[config.mk]
export PLATFORM = sky130hd
export DESIGN_NAME = gan_run_ctrl
export DESIGN_NICKNAME = d
export VERILOG_FILES = /design/src/rtl/gan_ctrl_pkg.sv /design/src/rtl/gan_res_buf.sv /design/src/rtl/gan_run_ctrl.sv
export SDC_FILE = /design/constraint.sdc
export NUM_CORES = 1
export LEC_CHECK = 0
export ABC_AREA = 1
export ABC_CLOCK_PERIOD_IN_PS = 4590
export CAP_MARGIN = 25
export CORE_ASPECT_RATIO = 1.5
export CORE_MARGIN = 2
export CORE_UTILIZATION = 48
export DETAILED_ROUTE_END_ITERATION = 8
export PLACE_DENSITY = 0.77
export SLEW_MARGIN = 40
export SYNTH_ARGS = -nofsm -noshare
export SYNTH_HDL_FRONTEND = slang
export SYNTH_HIERARCHICAL = 1
export SYNTH_SLANG_ARGS = --single-unit
[constraint.sdc]
create_clock -name clk -period 4.59 [get_ports clk]
set_input_delay 0.6885 -clock clk [delete_from_list [all_inputs] [get_ports clk]]
set_output_delay 0.6885 -clock clk [all_outputs]
set_load 0.05 [all_outputs]
[src/rtl/gan_ctrl_pkg.sv]
// Shared types and load-image layout for the GAN run controller.
// The optional watchdog is enabled by defining GAN_TIMEOUT_EN.
package gan_ctrl_pkg;

  localparam int N_X    = 4;
  localparam int N_W    = 54;
  localparam int N_B    = 19;
  localparam int X_BASE = 0;
  localparam int W_BASE = N_X;
  localparam int B_BASE = N_X + N_W;
  localparam int N_TOT  = N_X + N_W + N_B;

  typedef enum logic [2:0] {
    ST_IDLE,
    ST_LOAD,
    ST_SETTLE,
    ST_START,
    ST_WAIT,
    ST_DRAIN
  } state_t;

endpackage

[src/rtl/gan_res_buf.sv]
// N_OUT-deep result capture buffer with a valid/ready drain port.
// Words are written in arrival order and drained in the same order.
module gan_res_buf #(
  parameter int WIDTH = 28,
  parameter int N_OUT = 4
) (
  input  logic             clk,
  input  logic             rst_n,
  input  logic             clr,
  input  logic             cap_en,
  input  logic             in_valid,
  input  logic [WIDTH-1:0] in_data,
  input  logic             drain_en,
  input  logic             res_ready,
  output logic             cap_last,
  output logic             res_valid,
  output logic [WIDTH-1:0] res_data,
  output logic             res_last,
  output logic             drain_done
);

  localparam int CW = (N_OUT > 1) ? $clog2(N_OUT) : 1;
  localparam logic [CW-1:0] LAST = CW'(N_OUT - 1);

  logic [CW-1:0]    wr_cnt;
  logic [CW-1:0]    rd_cnt;
  logic [WIDTH-1:0] mem [N_OUT];
  logic             cap_fire;

  assign cap_fire   = cap_en & in_valid;
  assign cap_last   = cap_fire && (wr_cnt == LAST);
  assign res_valid  = drain_en;
  assign res_last   = drain_en && (rd_cnt == LAST);
  assign res_data   = drain_en ? mem[rd_cnt] : '0;
  assign drain_done = res_valid & res_ready & res_last;

  always_ff @(posedge clk or negedge rst_n) begin
    if (!rst_n) begin
      wr_cnt <= '0;
      rd_cnt <= '0;
    end else if (clr) begin
      wr_cnt <= '0;
      rd_cnt <= '0;
    end else begin
      if (cap_fire)
        wr_cnt <= cap_last ? '0 : wr_cnt + CW'(1);
      if (res_valid && res_ready)
        rd_cnt <= res_last ? '0 : rd_cnt + CW'(1);
    end
  end

  // One register per slot so a discarded run leaves no stale words behind.
  for (genvar gi = 0; gi < N_OUT; gi++) begin : g_slot
    always_ff @(posedge clk or negedge rst_n) begin
      if (!rst_n)
        mem[gi] <= '0;
      else if (clr)
        mem[gi] <= '0;
      else if (cap_fire && (wr_cnt == CW'(gi)))
        mem[gi] <= in_data;
    end
  end

endmodule

[src/rtl/gan_run_ctrl.sv]
// Run controller: streams the parameter image into the GAN core, starts it,
// captures N_OUT results and drains them to the host. Watchdog: GAN_TIMEOUT_EN.
module gan_run_ctrl
  import gan_ctrl_pkg::*;
#(
  parameter int WIDTH       = 28,
  parameter int ADDR_W      = 8,
  parameter int N_OUT       = 4,
  parameter int SETTLE      = 2,
  parameter int TIMEOUT_CYC = 1024
) (
  input  logic              clk,
  input  logic              rst,
  input  logic              run_req,
  output logic              run_busy,
  output logic              run_done,
  output logic              run_err,
  output logic              pmem_rd,
  output logic [ADDR_W-1:0] pmem_addr,
  input  logic [WIDTH-1:0]  pmem_rdata,
  output logic [ADDR_W-1:0] core_addr,
  output logic              core_we,
  output logic [WIDTH-1:0]  core_data,
  output logic              core_start,
  input  logic [WIDTH-1:0]  core_data_out,
  input  logic              core_data_valid,
  output logic              res_valid,
  input  logic              res_ready,
  output logic [WIDTH-1:0]  res_data,
  output logic              res_last
);

  localparam int LD_W = $clog2(N_TOT + 1);
  localparam logic [LD_W-1:0] LD_LAST = LD_W'(N_TOT - 1);
  localparam logic [LD_W-1:0] LD_END  = LD_W'(N_TOT);
  localparam int ST_W = (SETTLE > 1) ? $clog2(SETTLE) : 1;
  localparam logic [ST_W-1:0] ST_END = ST_W'(SETTLE - 1);

  state_t          state;
  logic [LD_W-1:0] ld_cnt;
  logic [ST_W-1:0] st_cnt;
  logic            rst_meta;
  logic            rst_n_s;
  logic            cap_last;
  logic            drain_done;
  logic            wd_expire;
  logic            buf_clr;

  // Reset asserts immediately but is released on a clock edge.
  always_ff @(posedge clk or negedge rst) begin
    if (!rst)
      {rst_n_s, rst_meta} <= 2'b00;
    else
      {rst_n_s, rst_meta} <= {rst_meta, 1'b1};
  end

  assign run_busy  = (state != ST_IDLE);
  assign run_done  = drain_done;
  assign core_data = core_we ? pmem_rdata : '0;
  assign buf_clr   = ((state == ST_IDLE) && run_req) || wd_expire;

  always_ff @(posedge clk or negedge rst_n_s) begin
    if (!rst_n_s) begin
      state      <= ST_IDLE;
      ld_cnt     <= '0;
      st_cnt     <= '0;
      pmem_rd    <= 1'b0;
      pmem_addr  <= '0;
      core_we    <= 1'b0;
      core_addr  <= '0;
      core_start <= 1'b0;
    end else begin
      // The core write trails the memory read by the one-cycle read latency.
      core_we    <= pmem_rd;
      core_addr  <= pmem_addr;
      core_start <= 1'b0;
      pmem_rd    <= 1'b0;
      case (state)
        ST_IDLE: begin
          if (run_req) begin
            state     <= ST_LOAD;
            ld_cnt    <= '0;
            pmem_rd   <= 1'b1;
            pmem_addr <= '0;
          end
        end
        ST_LOAD: begin
          ld_cnt <= ld_cnt + LD_W'(1);
          if (ld_cnt < LD_LAST) begin
            pmem_rd   <= 1'b1;
            pmem_addr <= ADDR_W'(ld_cnt + LD_W'(1));
          end else begin
            pmem_addr <= '0;
          end
          if (ld_cnt == LD_END) begin
            state  <= ST_SETTLE;
            st_cnt <= '0;
          end
        end
        ST_SETTLE: begin
          if (st_cnt == ST_END) begin
            state      <= ST_START;
            core_start <= 1'b1;
          end else begin
            st_cnt <= st_cnt + ST_W'(1);
          end
        end
        ST_START: state <= ST_WAIT;
        ST_WAIT: begin
          if (cap_last)
            state <= ST_DRAIN;
          else if (wd_expire)
            state <= ST_IDLE;
        end
        ST_DRAIN: begin
          if (drain_done)
            state <= ST_IDLE;
        end
        default: state <= ST_IDLE;
      endcase
    end
  end

`ifdef GAN_TIMEOUT_EN
  localparam int WD_W = $clog2(TIMEOUT_CYC + 1);
  localparam logic [WD_W-1:0] WD_END = WD_W'(TIMEOUT_CYC - 1);

  logic [WD_W-1:0] wd_cnt;
  logic            err_q;

  // wd_cnt equals the number of cycles since the start pulse while waiting.
  assign wd_expire = (state == ST_WAIT) && (wd_cnt == WD_END) && !cap_last;
  assign run_err   = err_q;

  always_ff @(posedge clk or negedge rst_n_s) begin
    if (!rst_n_s) begin
      wd_cnt <= '0;
      err_q  <= 1'b0;
    end else begin
      err_q <= wd_expire;
      if (state == ST_START)
        wd_cnt <= WD_W'(1);
      else if (state == ST_WAIT)
        wd_cnt <= wd_cnt + WD_W'(1);
    end
  end
`else
  assign wd_expire = 1'b0;
  assign run_err   = 1'b0;
`endif

  gan_res_buf #(
    .WIDTH (WIDTH),
    .N_OUT (N_OUT)
  ) u_res_buf (
    .clk        (clk),
    .rst_n      (rst_n_s),
    .clr        (buf_clr),
    .cap_en     (state == ST_WAIT),
    .in_valid   (core_data_valid),
    .in_data    (core_data_out),
    .drain_en   (state == ST_DRAIN),
    .res_ready  (res_ready),
    .cap_last   (cap_last),
    .res_valid  (res_valid),
    .res_data   (res_data),
    .res_last   (res_last),
    .drain_done (drain_done)
  );

endmodule

* Word level (Yosys, flattened, before mapping)
Index checks and enable logic that the tools add are counted.
Storage, ports and cells: bits in registers 148, bits of input ports 61, output and inout bits 80, word-level logic and storage cells 101
Cells by class: $add $sub $neg 5, order comparisons 2, equal/unequal tests 15, mux-type cells 38, bitwise operators 4, reductions and logical operators 21
Operators by type and width (number):
- $mux 28 | 12
- $bmux 28 s2 | 1
- $pmux 3 s6 | 1
- $mux 8 | 2
- $pmux 8 s2 | 1
- $reduce_bool 2->1 | 8
- $mux 3 | 5
- $pmux 7 s2 | 1
- $mux 2 | 6
- $ne 2x2->1 const B | 5
- $add 7x1->8 const B | 1
- $add 7x1->7 const B | 1
- $eq 7x7->1 const B | 1
- $logic_and 1x1->1 | 7
- $lt 7x7->1 const B | 1
- $mux 7 | 1
- $eq 2x2->1 const B | 3
- $eq 3x2->1 const B | 2
- $eq 3x3->1 const B | 2
- $mux 1 | 6
- $reduce_and 5->1 | 1
- $add 2x1->2 const B | 2
- $pmux 1 s2 | 2
- $reduce_and 2->1 | 2
- other kinds (9) | 11

* Longest topological paths before layout
Gate-level depths: netlist (run 1).
depth after elaboration 6, depth in mapped cells 13

* Modules after synthesis
The synthesis (run 1) kept the hierarchy.
Modules (own cells, without submodules):
- gan_res_buf | instances 1, cells an instance 761, area each 5845.6 um2, seq. area each 2902.8 um2
- gan_run_ctrl | instances 1, cells an instance 205, area each 1616.6 um2, seq. area each 800.8 um2

* Worst setup path after synthesis (run 1)
No wires, ideal clock.
path kind reg-to-output, start point register state[1], end point output res_data[10], arrival 1.771 ns, data required time 3.902 ns, path slack 2.130 ns, stages on the path, launching flop included 7, buffers on the path 1, path through dfrtp_1 inv_2 nand3_1 inv_1 inv_2 clkbuf_1 a21oi_1
On the way: word-level cells in the longest chain between the ends 2
RTL lines:
- from (decl) | RTL line gan_run_ctrl.sv:39 | state_t state;
- from (signal assigned) | RTL line gan_run_ctrl.sv:64 | state <= ST_IDLE;
- from (signal assigned) | RTL line gan_run_ctrl.sv:81 | state <= ST_LOAD;
- from (signal assigned) | RTL line gan_run_ctrl.sv:96 | state <= ST_SETTLE;
- $eq 3x3->1 | RTL line gan_run_ctrl.sv:162 | .drain_en (state == ST_DRAIN),
- $mux 28 | RTL line gan_res_buf.sv:34 | assign res_data = drain_en ? mem[rd_cnt] : '0;
- to (decl) | RTL line gan_run_ctrl.sv:29 | output logic [WIDTH-1:0] res_data,
No other way between the ends.

* Worst setup path in the final report (run 1)
start point register u_res_buf.rd_cnt[1], end point output res_data[26]
On the way: word-level cells in the longest chain between the ends 5
RTL lines:
- from (decl) | RTL line gan_res_buf.sv:26 | logic [CW-1:0] rd_cnt;
- from (signal assigned) | RTL line gan_res_buf.sv:48 | rd_cnt <= res_last ? '0 : rd_cnt + CW'(1);
- $not 2->3 (not written as such) | RTL line gan_res_buf.sv:34
- $bmux 28 s2 | RTL line gan_res_buf.sv:34
- $mux 28 (not written as such) (2 in series) | RTL line gan_res_buf.sv:34
- $mux 28 | RTL line gan_res_buf.sv:34
No other way between the ends. The select of a mux whose other input is x is not followed.

==> out/summary.txt, run 1 <==
r2r startpoint: state[0]
Critical Path Sink: res_data[26]
headroom to the max-slew limit: 50.8%
M1 wire length: 7660 um
Max Slew Vio Count: 0
CTS hold repair buffers: 0
Avg Synthesized Cell Area: 7.72 um^2
Die Wd: 106 um
RSZ-0062 raised after global routing: false
Overall Global Routing Usage: 23.6%
post_cts resized: 0
post-synthesis cell area: 0.00746 mm^2
Diodes inserted: 0
worst-case clock skew: 0.00763 ns
Reg2Reg Setup Slack: 2.30 ns
clk sink count: 148
Die Ht: 157 um
most common cell after layout, fill and taps aside: nand2_1
vias per inst: 5.04
number of port buffers: 139
# rows: 55
CP max FO: 19
Synth-to-Final Area Change: 26.5%
first-pass GRT wire length: 31300 um
Critical Path AT: 2.85 ns
Worst-Margin Slew: 0.737 ns
Max Buffers Root-to-Sink: 2
dpl ws: 1.50 ns
die area: 0.0166 mm^2
routability cong.: 0.902
CTS root buf: clkbuf_16
drt total wl: 18600 um
Layout Nets: 1144
synthesized flop and latch total: 148
endpoint class of the critical path: output pin
Wirelength per Cell: 14.5 um
DR top layer: met4
largest net degree at the start of global routing: 126
met3 wire length: 959 um
Post-Syn Instances: 966
total CTS buffers: 17
Clock transition at path regs: 0.06 ns
Synth area leader: dfrtp_1
Cell Pwr Density: 616 mW/mm^2
Setup Crit Path Kind: register to output pin
post-synth top area share: 49.6%
vias in the first global route: 6475
hold_ws: 0.218 ns
met2 routed WL: 9600 um
fin worst setup slack: 1.05 ns
CP startpoint kind: register
R2R depth: 12
Fin. Hold Viols: 0
Setup crit start: u_res_buf/rd_cnt[1]
DR vias: 6492
fin crit share: 77.2%
share of post-route cells with drive strength above 1: 6.80%
outcome: finished clean
starting density of the core: 49.3%
initial antenna violation count: 0
setup bufs post-CTS: 0
CTS tree: done
final critical-path required period: 3.54 ns
IR drop worst, VDD: 0.331 mV
# setup viols final: 0
commonest non-fill, non-tap cells in the layout: 295 x nand2_1, 159 x inv_1, 145 x dfrtp_1
worst hold-check path type: register to async pin
Yosys cell types: 30
top cells by area, synth: dfrtp_1 50%, nand2_1 15%, inv_1 8.0%, nand3_1 6.5%, o21ai_1 5.7%
number of DRC markers in iteration 0: 447
# DRC: 0
Post-Syn Nets: 1034
antenna-violating nets left: 0
Detail Placement HPWL: 11500 um
number of max-cap violations: 0
Worst-Skew Late Latency: 0.41 ns
fmax: 282 MHz
Synth Warn #: 6
Critical Path RT: 3.90 ns
Core Footprint: 0.0151 mm^2
setup TNS: 0 ns
IO Count: 141
r2r endpoint: state[0]
fill count: 1293
sequential element share of the synthesized area: 49.6%
CTS HTree Levels: 4
TritonRoute pass-1 iters: 7
Overflow after GRT: 0
leak pwr: 4.66 nW
-- routing by layer --
layer	vias up	GRT usage [%]
met5	-	0
met4	0	10.2
met3	33	4.46
met2	189	40.7
met1	3048	28.7
li1	3222	-
-- cell type report --
cell class / count / area (um^2) / share of cell area, %
Clock buffer: 19 / 453 / 4.80
Timing Repair Buffer: 146 / 1460 / 15.4
Clock inverter: 13 / 133 / 1.41
Multi-Input combinational cell: 597 / 2810 / 29.7
Sequential cell: 148 / 3710 / 39.3
Tap cell: 199 / 249 / 2.64
Inverter: 166 / 631 / 6.68
-- state kept, by name (all words and copies together), names as in the netlist --
name / flops
u_res_buf/mem: 112
core_addr: 8
pmem_addr: 8
ld_cnt: 7
state: 3
u_res_buf/rd_cnt: 2
u_res_buf/wr_cnt: 2
core_start: 1
core_we: 1
pmem_rd: 1
rst_meta: 1
rst_n_s: 1
st_cnt: 1
-- through the flow --
step                      util [%]  cells  cell area, um^2  power [mW]
after floorplan                  -    966             7460        3.83
after detailed placement      58.5   1256             8850        4.45
after global placement        58.3   1256             8830        4.41
after CTS                     62.3   1288             9440        5.85
after global routing          62.3   1288             9440        6.22
final                         62.3   1288             9440        5.81
-- power breakdown --
part           internal (mW)  switching, mW  total [mW]
Clock                  0.826          0.539        1.37
Combinational          0.796           1.70        2.50
Sequential              1.69          0.256        1.95
Total                   3.31           2.50        5.81
-- cell families after synthesis --
logic type               share of synthesized area [%]
flip-flops                                        49.6
other                                            0.101
adder cells (fa/ha/maj)                           1.17
XOR/XNOR                                         0.117
AO/OA/AOI/OAI                                     11.7
AND/OR/NAND/NOR                                   24.2
buffers and inverters                             13.1
-- Yosys cell counts, drive strengths merged --
cell type / number
a21oi: 29
buf: 47
clkbuf: 8
conb: 2
dfrtp: 148
ha: 7
inv: 166
nand2: 300
nand3: 100
nand3b: 2
nand4: 5
nor2: 15
o21ai: 129
o21bai: 1
o22ai: 2
or2: 4
xor2: 1
-- how the worst min path moves through the flow --
stage                              to     start  cells past startpoint  slack, ns
finish              u_res_buf/mem[24]   rst_n_s                      0       0.22
global route        u_res_buf/mem[24]   rst_n_s                      0       0.25
CTS                 u_res_buf/mem[24]   rst_n_s                      0       0.23
detailed placement  u_res_buf/mem[24]   rst_n_s                      0       0.23
global placement    u_res_buf/mem[24]   rst_n_s                      0       0.23
floorplan                     rst_n_s  rst_meta                      0       0.33
-- worst max-delay path, stage by stage, from the launching register on --
cell	delay, ns
dfrtp_1	0.37
inv_1	0.54
buf_4	0.32
nand3_1	0.10
a21oi_1	0.25
clkdlybuf4s50_1	0.85
Note: power is estimated with default switching activity, not from simulation.
==> inputs of run 2 (changes only) <==
ABC_CLOCK_PERIOD_IN_PS = 3000   (was 4590)
clock period = 3 ns   (was 4.59 ns; I/O delays follow)
==> run 2 against run 1 <==
Compared with the run above:
- clock power rose by 65%
- critical endpoint is now res_data[24]
- final area increased by 1.2%
- worst hold slack got worse by 0.025 ns
- largest power group unchanged
- global-route usage down 0.13 points
- wire length is 1.2% lower
- sequential share of layout area shrank 0.48 points
- combinational power grew 57%
==> out/summary.txt, run 2 (synthesis results as in run 1) <==
Clock transition at path regs: 0.06 ns
Setup Crit Path Kind: register to output pin
Bufs and invs on worst path: 3
first-pass GRT wire length: 31000 um
IO Count: 141
total CTS buffers: 17
IR drop worst, VDD: 0.553 mV
Clk pwr share: 24.8%
Max Slew Vio Count: 0
DR vias: 6457
leak pwr: 4.80 nW
setup TNS: 0 ns
most common cell after layout, fill and taps aside: nand2_1
number of DRC markers in iteration 0: 390
Reg power frac: 32.2%
r2r endpoint: u_res_buf/mem[10]
# DRC: 0
Worst path max stage delay: 0.55 ns
Die Ht: 157 um
Wirelength per Cell: 14.2 um
worst-case clock skew: 0.00986 ns
CP cell instances: nand3_1 > inv_1 > inv_2 > a21oi_1 > buf_4
headroom to the max-slew limit: 52.8%
vias per inst: 4.98
RSZ-0062 raised after global routing: false
Net Sw Frac: 41.1%
fin crit share: 86.6%
Synth-to-Final Area Change: 28.0%
Max Buffers Root-to-Sink: 2
drt total wl: 18400 um
Fin. Hold Viols: 0
CTS root buf: clkbuf_16
# rows: 55
TritonRoute pass-1 iters: 5
Critical Path AT: 2.15 ns
CP startpoint kind: register
share of post-route cells with drive strength above 1: 10.1%
max reg flops: 112
Detail Placement HPWL: 11900 um
setup bufs post-CTS: 0
Diodes inserted: 0
Core Footprint: 0.0151 mm^2
Logic pwr share: 43.0%
Cell Pwr Density: 954 mW/mm^2
r2r startpoint: state[0]
largest net degree at the start of global routing: 57
routability cong.: 0.863
commonest non-fill, non-tap cells in the layout: 295 x nand2_1, 159 x inv_1, 146 x dfrtp_1
Layout Nets: 1155
Overall Global Routing Usage: 23.4%
Critical Path Sink: res_data[24]
number of max-cap violations: 0
Worst-Skew Late Latency: 0.41 ns
post_cts resized: 0
Die Wd: 106 um
P_int: 5.37 mW
CTS hold repair buffers: 0
final critical-path required period: 2.60 ns
Largest Register: u_res_buf/mem
worst hold-check path type: input port to async pin
Overflow after GRT: 0
Levels on crit path: 5
CTS tree: done
slowest stage cell, crit path: dfrtp_1
Worst-Margin Slew: 0.708 ns
outcome: finished clean
clk sink count: 148
net switching power: 3.74 mW
starting density of the core: 49.3%
fill count: 1295
Setup crit start: state[0]
Critical Path RT: 2.55 ns
total power: 9.11 mW
endpoint class of the critical path: output pin
# setup viols final: 0
fmax: 385 MHz
initial antenna violation count: 0
die area: 0.0166 mm^2
largest registers: u_res_buf/mem (112), core_addr (8), pmem_addr (8)
delay-heaviest family, CP: buffers and inverters
vias in the first global route: 6462
R2R depth: 7
CP max FO: 28
Reg2Reg Setup Slack: 0.92 ns
antenna-violating nets left: 0
number of port buffers: 139
CTS HTree Levels: 4
==> run 2: cell count changes in the layout (fill, tap and decap cells not counted), sizes merged <==
| cell | previous run | this run |
|---|---|---|
| clkbuf | 19 | 22 |
| clkinv | 6 | 0 |
| bufinv | 2 | 4 |
| clkdlybuf4s50 | 139 | 109 |
| buf | 7 | 48 |
| inv | 167 | 166 |
==> run 2: through the flow <==
stage	cells	hold slack [ns]	worst slack (ns)	cell area (um^2)	util (%)
after detailed placement	1267	0.340	0.704	8920	58.9
after global routing	1297	0.191	0.204	9550	63.1
after floorplan	966	0.154	0.545	7460	-
final	1297	0.193	0.401	9550	63.1
after CTS	1297	0.189	0.352	9550	63.1
after global placement	1267	0.340	0.724	8920	58.9
==> run 2: worst min path at each step <==
stage | endpoint | slack [ns] | depth (start not counted)
2_1_floorplan | rst_meta | 0.15 | 0
3_3_place_gp | rst_n_s | 0.34 | 0
3_5_place_dp | rst_n_s | 0.34 | 0
4_1_cts | rst_n_s | 0.19 | 1
5_1_grt | rst_n_s | 0.19 | 1
6_report | rst_meta | 0.19 | 1
==> run 2: metal layers <==
layer  track usage (%)  vias up  part of all wire, %
met1              28.9     3025                   42
met5                 0        -                    0
met2              41.0      174                   51
li1                  -     3226                    -
met3              4.66       32                  5.1
met4              8.08        0                  2.1
==> run 2: power by group through the flow <==
stage | Combinational, mW | Sequential [mW] | Clock [mW]
2_1_floorplan | 2.75 | 3.10 | 0
3_3_place_gp | 3.84 | 2.95 | 0
3_5_place_dp | 3.91 | 2.96 | 0
4_1_cts | 3.95 | 2.93 | 2.30
5_1_grt | 4.38 | 3.00 | 2.38
6_report | 3.92 | 2.93 | 2.26
==> run 2: area by class of cell <==
cell class              count  area, um^2  area share [%]
well taps                 199         249            2.61
clock inverters             8         150            1.57
flip-flops and latches    148        3710            38.8
multi-input cells         597        2790            29.2
clock buffers              22         484            5.07
inverters                 166         628            6.58
repair buffers            157        1540            16.1
